<file path="config.mk">
export PLATFORM = sky130hd
export DESIGN_NAME = alu_mc
export DESIGN_NICKNAME = d
export VERILOG_FILES = /design/src/rtl/alu_mc.sv
export SDC_FILE = /design/constraint.sdc
export NUM_CORES = 1
export LEC_CHECK = 0
export BUFFER_PORTS_ARGS = -buffer_cell sky130_fd_sc_hd__buf_2
export CAP_MARGIN = 40
export CELL_PAD_IN_SITES_DETAIL_PLACEMENT = 1
export CELL_PAD_IN_SITES_GLOBAL_PLACEMENT = 1
export CORE_MARGIN = 2
export CORE_UTILIZATION = 30
export CTS_CLUSTER_SIZE = 20
export DETAILED_ROUTE_END_ITERATION = 8
export PLACE_DENSITY_LB_ADDON = 0.1
export SYNTH_ARGS = -nofsm -noshare
export SYNTH_HDL_FRONTEND = slang
export SYNTH_SLANG_ARGS = --single-unit
export TNS_END_PERCENT = 100
</file>
<file path="constraint.sdc">
create_clock -name clk -period 6.9 [get_ports clk]
set_input_delay 0.69 -clock clk [delete_from_list [all_inputs] [get_ports clk]]
set_output_delay 0.69 -clock clk [all_outputs]
set_load 0.02 [all_outputs]
</file>
<file path="src/rtl/alu_mc.sv">
// alu_mc: multi-cycle Hack-style ALU with valid/ready handshake.
//   Hack mode (00) completes in one cycle; unsigned shift-add multiply (01),
//   logical shift left (10) and arithmetic shift right (11) iterate one step
//   per cycle. Result and flags are registered and only change on completion.
// Ports:
//   clk, rst_n          clock, async active-low reset
//   in_valid/in_ready   operand handshake (in_ready = idle)
//   x, y                operands; zx,nx,zy,ny,f,no Hack control bits
//   mode                00 hack, 01 mul, 10 shl, 11 sra
//   out_valid/out_ready result handshake
//   out, zr, ng, cy, ov registered result and flags
module alu_mc #(
  parameter int WordSize = 16,
  parameter int ShW      = $clog2(WordSize)
) (
  input  logic                clk,
  input  logic                rst_n,
  input  logic                in_valid,
  output logic                in_ready,
  input  logic [WordSize-1:0] x,
  input  logic [WordSize-1:0] y,
  input  logic                zx,
  input  logic                nx,
  input  logic                zy,
  input  logic                ny,
  input  logic                f,
  input  logic                no,
  input  logic [1:0]          mode,
  output logic                out_valid,
  input  logic                out_ready,
  output logic [WordSize-1:0] out,
  output logic                zr,
  output logic                ng,
  output logic                cy,
  output logic                ov
);
  localparam int W  = WordSize;
  localparam int CW = $clog2(WordSize + 1);

  typedef enum logic [1:0] {IDLE, CALC, DONE} state_t;
  state_t state, state_nx;

  logic [1:0]     mode_q;
  logic           no_q;
  logic [2*W-1:0] acc, mc;   // product accumulator, shifting multiplicand
  logic [W-1:0]   mp, sh;    // shifting multiplier, shift working value
  logic [CW-1:0]  cnt;       // remaining CALC steps

  // operand preprocessing on the live inputs, used only at capture
  logic [W-1:0]   zx_x, zy_y, bx, by;
  logic [W:0]     r;
  logic           hack_cy, hack_ov;
  logic [ShW-1:0] shamt;

  always_comb begin
    zx_x    = zx ? '0 : x;
    zy_y    = zy ? '0 : y;
    bx      = nx ? ~zx_x : zx_x;
    by      = ny ? ~zy_y : zy_y;
    r       = f ? ({1'b0, bx} + {1'b0, by}) : {1'b0, bx & by};
    hack_cy = f & r[W];
    // signed overflow: equal operand signs, differing sum sign (before no)
    hack_ov = f & (bx[W-1] == by[W-1]) & (r[W-1] != bx[W-1]);
    shamt   = by[ShW-1:0];
  end

  // one iteration step of the running operation
  logic [2*W-1:0] acc_nx;
  logic [W-1:0]   sh_nx;
  logic           sh_out, last;

  always_comb begin
    acc_nx = acc + (mp[0] ? mc : '0);
    if (mode_q == 2'b10) begin
      sh_nx  = {sh[W-2:0], 1'b0};
      sh_out = sh[W-1];
    end else begin
      sh_nx  = {sh[W-1], sh[W-1:1]};
      sh_out = sh[0];
    end
    last = (cnt == CW'(1));
  end

  // next state and the result to register on completion
  logic         load, res_cy, res_ov;
  logic [W-1:0] res;

  always_comb begin
    state_nx = state;
    load     = 1'b0;
    res      = '0;
    res_cy   = 1'b0;
    res_ov   = 1'b0;
    case (state)
      IDLE: if (in_valid) begin
        if (mode == 2'b00) begin
          state_nx = DONE;
          load     = 1'b1;
          res      = no ? ~r[W-1:0] : r[W-1:0];
          res_cy   = hack_cy;
          res_ov   = hack_ov;
        end else if (mode != 2'b01 && shamt == '0) begin
          state_nx = DONE;
          load     = 1'b1;
          res      = no ? ~bx : bx;
        end else begin
          state_nx = CALC;
        end
      end
      CALC: if (last) begin
        state_nx = DONE;
        load     = 1'b1;
        if (mode_q == 2'b01) begin
          res    = no_q ? ~acc_nx[W-1:0] : acc_nx[W-1:0];
          res_ov = |acc_nx[2*W-1:W];
        end else begin
          res    = no_q ? ~sh_nx : sh_nx;
          res_cy = sh_out;
        end
      end
      DONE: if (out_ready) state_nx = IDLE;
      default: state_nx = IDLE;
    endcase
  end

  assign in_ready  = (state == IDLE);
  assign out_valid = (state == DONE);

  always_ff @(posedge clk or negedge rst_n) begin
    if (!rst_n) state <= IDLE;
    else        state <= state_nx;
  end

  always_ff @(posedge clk or negedge rst_n) begin
    if (!rst_n) begin
      mode_q <= '0;
      no_q   <= 1'b0;
      acc    <= '0;
      mc     <= '0;
      mp     <= '0;
      sh     <= '0;
      cnt    <= '0;
      out    <= '0;
      zr     <= 1'b0;
      ng     <= 1'b0;
      cy     <= 1'b0;
      ov     <= 1'b0;
    end else begin
      if (state == IDLE && in_valid) begin
        mode_q <= mode;
        no_q   <= no;
        acc    <= '0;
        mc     <= {{W{1'b0}}, bx};
        mp     <= by;
        sh     <= bx;
        cnt    <= (mode == 2'b01) ? CW'(W) : CW'(shamt);
      end else if (state == CALC) begin
        acc <= acc_nx;
        mc  <= mc << 1;
        mp  <= mp >> 1;
        sh  <= sh_nx;
        cnt <= cnt - CW'(1);
      end
      if (load) begin
        out <= res;
        zr  <= (res == '0);
        ng  <= res[W-1];
        cy  <= res_cy;
        ov  <= res_ov;
      end
    end
  end
endmodule

</file>
==> results of run 1 <==
[state kept, by name (all words and copies together), names as in the netlist]
name and cells:
zr 1, state 2, no_q 1, mp 16, cnt 5, acc 32
sh 16, ov 1, out 16, mode_q 2, cy 1, mc 32
[metal layers]
metal	global-route usage, %	vias up	part of all wire, %
met1	29.3	4549	48
met4	8.25	0	3.1
met2	36.4	117	47
met5	0	-	0
met3	2.60	44	1.9
li1	-	4418	-
[final timing paths]
check / slack, ns / endpoint / startpoint
worst max-delay path: 2.60 / zr / nx
worst min-delay path: 0.25 / acc[0] / rst_n
worst max register to register: 2.64 / zr / mp[0]
worst min register to register: 0.47 / mp[10] / mp[10]
max in group asynchronous: 5.59 / out[3] / rst_n
min in group clk: 0.47 / mp[10] / mp[10]
[layout make-up]
type	instances	area share, %
Tap cell	442	4.89
Timing Repair Buffer	81	4.41
Inverter	24	0.796
Clock buffer	19	3.92
Clock inverter	13	1.24
Multi-Input combinational cell	993	57.1
Sequential cell	125	27.6
[cell usage in the layout, fill, tap and decap left out, drive strengths merged, types with 25 or more instances in the layout]
cell	instances
nand2	192
dfrtp	125
buf	81
o21ai	77
nand3	69
xnor2	67
nor2	67
a21oi	63
ha	48
xor2	40
a22oi	38
and2	37
nor2b	28
inv	25
[worst max-delay path: stages]
cell     delay [ns]
buf_2          0.48
xor2_1         0.30
inv_1          0.10
ha_1           0.23
or2_2          0.31
a311o_1        0.32
or3_1          0.42
a21oi_1        0.30
or4_1          0.19
a21oi_1        0.09
o311a_1        0.36
nor3_1         0.37
nand4_1        0.19
o41ai_2        0.26
[metrics by stage]
stage               setup WS, ns  util, %  instances
floorplan                   2.52        -       1214
finish                      2.60     34.7       1697
CTS                         2.54     34.7       1697
global route                2.21     34.7       1697
global placement            2.27     32.6       1660
detailed placement          2.08     32.9       1665
[report_power, final]
group | internal [mW] | leakage, nW | switching [mW] | total [mW]
registers | 1.04 | 1.61 | 0.243 | 1.28
clock network | 0.542 | 0.276 | 0.381 | 0.923
logic | 0.852 | 3.24 | 1.57 | 2.42
[cell families after synthesis]
logic type	synth area share [%]
fa+ha+maj	6.34
compound gates	21.7
simple gates	23.9
xor+xnor	10.1
buf+inv	3.76
flops	31.5
mux	2.78
==> out/results.tsv, run 1 <==
metric	value	unit
outcome	finished, final reports clean	
path_clk_slew	0.06	ns
peakVddDrop	0.185	mV
fin_crit_sh	62.3	%
dr.pass1.iters	5	
drive_above_1_share	11.4	%
first_global_vias	9607	
design_area	11300	um^2
tns	0	ns
gr-total-overflow	0	
hpwl	27000	um
areaGrowthSynthToFinish	13.8	%
num_io_pins	66	
max_freq	233	MHz
routed-via-count	9128	
num_antenna_cells	0	
hold-worst-slack	0.247	ns
period_minus_slack	4.30	ns
htreeDepth	4	
p_leak	5.13	nW
crit_required	7.23	ns
grt_max_degree	65	
cap_violations	0	
dieArea	34600	um^2
cts_made_buffers	17	
die_x	186	um
yosysTopAreaCellShare	31.5	%
synth_seq_cells	125	
rsz0062_at_grt	no	
multi_input_area	6460	um^2
slew_violations	0	
synth-warning-count	0	
cp-end-kind	register	
async_reset_ff_share	100	%
critPathKind	in -> reg	
ctsRootBufferMaster	clkbuf_16	
synth_fp_nets	1307	
hp-class	in -> async	
io_buffers	65	
post_cts_buffers	0	
nFillCells	3936	
drcViolationCount	0	
dpl_cell_area	10700	um^2
synth_common_cells	nand2_1 (192), dfrtp_1 (125), o21ai_0 (75)	
start_util	30.5	%
hold_viol_final	0	
synth_most_common_cell	nand2_1	
first_iter_violations	453	
wl_per_cell	21.5	um
r2r_cells	14	
seq_area	3130	um^2
cts_max_path_buffers	2	
relSlewSlack	37.7	%
ys_seq_area_share	31.5	%
ys_types	82	
drt_wl_total	36500	um
clock_skew	0.00854	ns
cts_tree	built	
postRouteAntennaNets	0	
core_area	32600	um^2
grt_pass1_wl	57200	um
postSynthCellCount	1214	
nets	1335	
place.gp.congestion	0.845	
antenna_found_initial	0	
track_usage	22.0	%
synth_flop_cell	dfrtp_1	
viasPerCell	5.38	
path_max_fanout	19	
worst_slew_pin_slew	0.929	ns
syn_area	9940	um^2
clock_sinks	125	
power	4.63	mW
synth_area_leaders	dfrtp_1 (31%), nand2_1 (7.3%), ha_1 (6.0%), xnor2_1 (5.8%), o21ai_0 (3.8%)	
cts_resized	0	
syn_avg_cell_area	8.19	um^2
synth_edf_count	0	
final-setup-viol-count	0	
clk_latency	0.44	ns
yosys.area.top_type	dfrtp_1	
dieHeight	186	um
cellPowerDensity	409	nW/um^2
cts-hold-fix-buffers	0	
arrival	4.63	ns
worst_setup_path_start_kind	primary input	
num_rows	66	
(Power assumes the default switching activity.)
==> run 2, diff against run 1 <==
- clock period: 6.9 -> 3.97 ns (I/O delays scaled with it)
==> run 2 against run 1 <==
First-iteration DRC count is the same. Via count grew 4.8%. Clock skew grew 0.0049 ns. Power grew 84%. Sequential share of layout area shrank 2.4 points. Utilization grew 3.2 points. Largest power group unchanged.
==> out/results.tsv, run 2 (synthesized netlist as in run 1, its figures left out) <==
metric	value	unit	change
outcome	finished, final reports clean		
areaGrowthSynthToFinish	24.4	%	
postRouteAntennaNets	0		unchanged
num_io_pins	66		unchanged
num_rows	66		unchanged
hold_viol_final	0		unchanged
path_clk_slew	0.06	ns	about the same
drcViolationCount	0		unchanged
r2r_slack	0.28	ns	-2.36 ns
dr.pass1.iters	5		unchanged
dieArea	34600	um^2	unchanged
cap_violations	0		unchanged
hpwl	28400	um	+5.1%
reg_top3	acc x32, mc x32		
post-place-cells	1787		+7.3%
first_iter_violations	453		unchanged
hp-class	in -> async		
track_usage	22.2	%	+0.23 points
final-setup-viol-count	0		unchanged
period_minus_slack	3.69	ns	
fin_cells	1821		+7.3%
num_antenna_cells	0		unchanged
clock_skew	0.0135	ns	+0.00493 ns
viasPerCell	5.25		-2.4%
fin_crit_sh	92.8	%	
place.gp.congestion	0.851		+0.67%
start_util	30.5	%	unchanged
peakVddDrop	0.281	mV	+52%
reg2reg_from	mp[0]		
final_common_cell	nand2_1		
grt_max_degree	81		+25%
path_max_fanout	16		-3
crit_required	4.28	ns	-2.95 ns
clock_sinks	125		unchanged
max_freq	271	MHz	
routed-via-count	9564		+4.8%
htreeDepth	4		unchanged
arrival	3.99	ns	-0.64 ns
wl_per_cell	20.4	um	-5.3%
drt_wl_total	37100	um	+1.6%
slew_violations	0		unchanged
cts_tree	built		
layout_common_cells	nand2_1 (192), buf_4 (138), dfrtp_1 (125)		
first_global_vias	9929		+3.4%
cellPowerDensity	689	nW/um^2	+68%
ctsRootBufferMaster	clkbuf_16		
fin_ws	0.285	ns	-2.32 ns
worst_slew_pin_slew	0.837	ns	-0.0916 ns
cts-hold-fix-buffers	0		unchanged
drive_above_1_share	20.7	%	+9.3 points
cp-end-kind	register		
io_buffers	65		unchanged
hold-worst-slack	0.0380	ns	-0.209 ns
nets	1459		+9.3%
dieHeight	186	um	unchanged
relSlewSlack	44.2	%	+6.5 points
r2r-end	acc[31]		
cts_made_buffers	17		unchanged
critPathKind	reg -> reg		
antenna_found_initial	0		unchanged
worst_setup_path_start_kind	register		
die_x	186	um	unchanged
r2r_cells	16		+2
core_area	32600	um^2	unchanged
gr-total-overflow	0		unchanged
clk_latency	0.44	ns	about the same
p_leak	5.75	nW	+12%
tns	0	ns	unchanged
cts_max_path_buffers	2		unchanged
pre_cts_ws	-0.0383	ns	-2.12 ns
grt_pass1_wl	58200	um	+1.9%
[run 2: changes by cell type in the layout (fill, tap and decap cells not counted), moves of 2 or more]
| cell | delta |
|---|---|
| a2111oi_0 | -2 |
| o21ai_1 | +5 |
| o21ai_0 | -6 |
| clkinv_4 | +3 |
| clkinv_2 | -2 |
| buf_4 | +125 |
| a21oi_2 | +4 |
| nor3_2 | +2 |
| a21oi_1 | -4 |
| nor3_1 | -2 |
| o31ai_1 | -2 |
[run 2: worst max path at each step]
| stage | from | endpoint | cells past startpoint |
|---|---|---|---|
| 2_1_floorplan | nx | zr | 15 |
| 5_1_grt | mp[0] | ov | 17 |
| 4_1_cts | mp[0] | ov | 16 |
| 3_5_place_dp | zy | zr | 15 |
| 3_3_place_gp | zy | zr | 15 |
| 6_report | mp[0] | acc[31] | 16 |
[run 2: through the flow]
| step | area (um^2) | power [mW] | utilization [%] |
|---|---|---|---|
| after floorplan | 9940 | 5.06 | - |
| after global placement | 11600 | 6.72 | 35.6 |
| after detailed placement | 11600 | 6.82 | 35.7 |
| after CTS | 12200 | 8.54 | 37.6 |
| after global routing | 12400 | 9.19 | 37.9 |
| final | 12400 | 8.51 | 37.9 |
[run 2: timing repair]
action | in CTS | in global routing
buffers inserted | 0 | 2
pin swaps | 0 | 9
resized for setup | 1 | 27
endpoints found under the setup margin | 1 | 4
[run 2: cell type report]
| type | count | area [um^2] |
|---|---|---|
| tap | 442 | 553 |
| multi-input combinational | 993 | 6570 |
| fill | 3935 | 20300 |
| timing repair buffer | 205 | 1420 |
| sequential | 125 | 3130 |
| clock inverter | 15 | 188 |
| inverter | 24 | 90.1 |
| clock buffer | 17 | 425 |
[run 2: worst max-delay path, cell delays in order, from the launching register on]
cell and delay (ns):
dfrtp_1 0.40, buf_4 0.18, buf_4 0.20, and2_1 0.16, ha_1 0.33, and3_1 0.21, and3_1 0.20, a22oi_2 0.26
a21oi_2 0.13, o32ai_2 0.31, buf_4 0.18, o21ai_1 0.11, o311a_1 0.31, o21ai_1 0.16, a21oi_1 0.12, o21ai_0 0.21
nand2_1 0.08
[run 2: power by group]
part           total [mW]  internal, mW  switching [mW]
sequential           2.22          1.81           0.418
clock                1.66         0.996           0.663
combinational        4.63          1.83            2.80
total                8.51          4.63            3.88
[run 2: metal layers]
metal / routed length (um) / part of all wire [%] / vias up / GRT usage (%)
met5: 0 / 0 / - / 0
met4: 844 / 2.3 / 0 / 6.65
met3: 819 / 2.2 / 38 / 2.80
met2: 17800 / 48 / 113 / 37.5
met1: 17700 / 48 / 4747 / 29.5
li1: - / - / 4666 / -
==> run 3, diff against run 2 <==
- BUFFER_PORTS_ARGS: -buffer_cell sky130_fd_sc_hd__buf_2 -> unset
- DONT_BUFFER_PORTS: unset -> 1
==> run 3 against run 2 <==
Non-clock buffer count down 133. Count of clock-buffer cells in the layout up 3. Flip-flop and latch count unchanged. Final cell count down 7.3%. Cell area down 7.0%. Maximum frequency down 1.5%. Combinational power down 9.7%. Die area unchanged. Critical endpoint is now zr. Critical path type unchanged. Highest routed layer unchanged.
==> out/results.tsv, run 3 (synthesized netlist as in run 1, its figures left out) <==
metric	value	unit	change
die_x	186	um	unchanged
path_clk_slew	0.06	ns	about the same
r2r_slack	0.23	ns	-0.06 ns
cellPowerDensity	707	nW/um^2	+2.7%
reg_top3	acc x32, mc x32		
nFillCells	3861		-1.9%
post_cts_buffers	0		unchanged
slew_violations	0		unchanged
cts_max_path_buffers	2		unchanged
power	8.13	mW	-4.5%
post-place-cells	1654		-7.4%
dieArea	34600	um^2	unchanged
hold-worst-slack	0.128	ns	+0.0905 ns
utilization	35.2	%	-2.7 points
drive_above_1_share	11.6	%	-9.1 points
drcViolationCount	0		unchanged
grt_max_degree	126		+56%
clock_skew	0.0100	ns	-0.00344 ns
slowest_delay	0.44	ns	+0.04 ns
relSlewSlack	43.7	%	-0.49 points
cap_violations	0		unchanged
max_freq	267	MHz	-1.5%
viasPerCell	5.37		+2.3%
cp-end-kind	register		
areaGrowthSynthToFinish	15.6	%	
clk_latency	0.44	ns	about the same
worst_setup_path_start_kind	register		
layout_common_cells	nand2_1 (192), dfrtp_1 (125), o21ai_0 (72)		
critPathKind	reg -> reg		
arrival	4.07	ns	+0.08 ns
antenna_found_initial	0		unchanged
worst-path-buf-inv	0		-3
crit_chain	and2_1, ha_1, fa_1, a211oi_2, o21bai_1, a211oi_1, xor2_1, o21ai_0, mux2i_1, nor2_1, nand4_1, nor3_1, nand4_1, o41ai_2		
first_iter_violations	453		unchanged
path_max_fanout	3		-13
r2r-end	zr		
dpl_cell_area	10800	um^2	-7.3%
htreeDepth	4		unchanged
tns	0	ns	unchanged
hpwl	27200	um	-4.3%
critPathTopFamily	compound AO/OA/AOI/OAI gates		
final_common_cell	nand2_1		
crit_top_cell	nand4_1		
place.gp.congestion	0.839		-1.4%
hold_viol_final	0		unchanged
worst_slew_pin_slew	0.823	ns	-0.0139 ns
first_global_vias	9564		-3.7%
postRouteAntennaNets	0		unchanged
hold_start	mode[1]		
wl_per_cell	21.3	um	+4.7%
num_antenna_cells	0		unchanged
start_util	30.5	%	unchanged
dr.pass1.iters	4		-1
reg2reg_from	mp[0]		
r2r_cells	14		-2
io_buffers	0		-100%
core_area	32600	um^2	unchanged
fin_cells	1688		-7.3%
dieHeight	186	um	unchanged
ctsRootBufferMaster	clkbuf_16		
routed-via-count	9065		-5.2%
crit_required	4.29	ns	about the same
min_path_cells	2		
nets	1326		-9.1%
cts_made_buffers	17		unchanged
drt_wl_total	36000	um	-2.9%
hold_end	mode_q[1]		
hp-class	in -> reg		
num_io_pins	66		unchanged
clock_sinks	125		unchanged
cts_tree	built		
slowest_stage	fa_1		
track_usage	21.7	%	-0.49 points
grt_pass1_wl	57100	um	-2.0%
outcome	finished, final reports clean		
pre_cts_ws	-0.00416	ns	+0.0342 ns
fin_crit_sh	94.2	%	+1.4 points
fin_ws	0.229	ns	-0.0560 ns
num_rows	66		unchanged
period_minus_slack	3.74	ns	+0.0560 ns
peakVddDrop	0.323	mV	+15%
p_leak	5.15	nW	-10%
gr-total-overflow	0		unchanged
final-setup-viol-count	0		unchanged
design_area	11500	um^2	-7.0%
## run 3: cell types whose count changed in the layout (fill, tap and decap cells not counted), moves of 2 or more
cell	delta
a21oi_1	+3
a21oi_2	-3
buf_2	-64
buf_4	-71
clkbuf_1	+2
inv_6	-3
o21ai_0	+3
o21ai_1	-2
## run 3: layout make-up
cell class / instances / area [um^2] / share of cell area, %
Multi-Input combinational cell: 993 / 6550 / 56.9
Sequential cell: 125 / 3130 / 27.2
Timing Repair Buffer: 72 / 592 / 5.15
Tap cell: 442 / 553 / 4.81
Clock buffer: 20 / 447 / 3.89
Clock inverter: 12 / 140 / 1.22
Inverter: 24 / 90.1 / 0.784
## run 3: routing by layer
metal | vias to the layer above | wire, um | global-route usage (%)
met2 | 90 | 17600 | 37.4
met5 | - | 0 | 0
met1 | 4553 | 17300 | 28.8
met4 | 0 | 433 | 4.69
met3 | 22 | 683 | 3.13
li1 | 4400 | - | -
## run 3: how the worst max path moves through the flow
stage | start | end | slack, ns | cells past startpoint
3_3_place_gp | zy | zr | 0.03 | 15
3_5_place_dp | zy | zr | -0.004 | 15
2_1_floorplan | nx | zr | 0.09 | 15
5_1_grt | mp[0] | zr | -0.009 | 14
4_1_cts | mp[0] | ov | 0.05 | 14
6_report | mp[0] | zr | 0.23 | 14
## run 3: power by group
part           leakage (nW)  switching, mW  internal [mW]  total (mW)
Sequential             1.61          0.558           1.81        2.36
Clock                 0.282          0.643          0.947        1.59
Combinational          3.26           2.59           1.58        4.18
Total                  5.15           3.80           4.33        8.13
## run 3: what timing repair did
| item | CTS | global route |
|---|---|---|
| setup endpoints to repair | 0 | 4 |
| endpoints found under the hold margin | 125 | 0 |
| hold buffers | 2 | 0 |
| resized for setup | 0 | 22 |
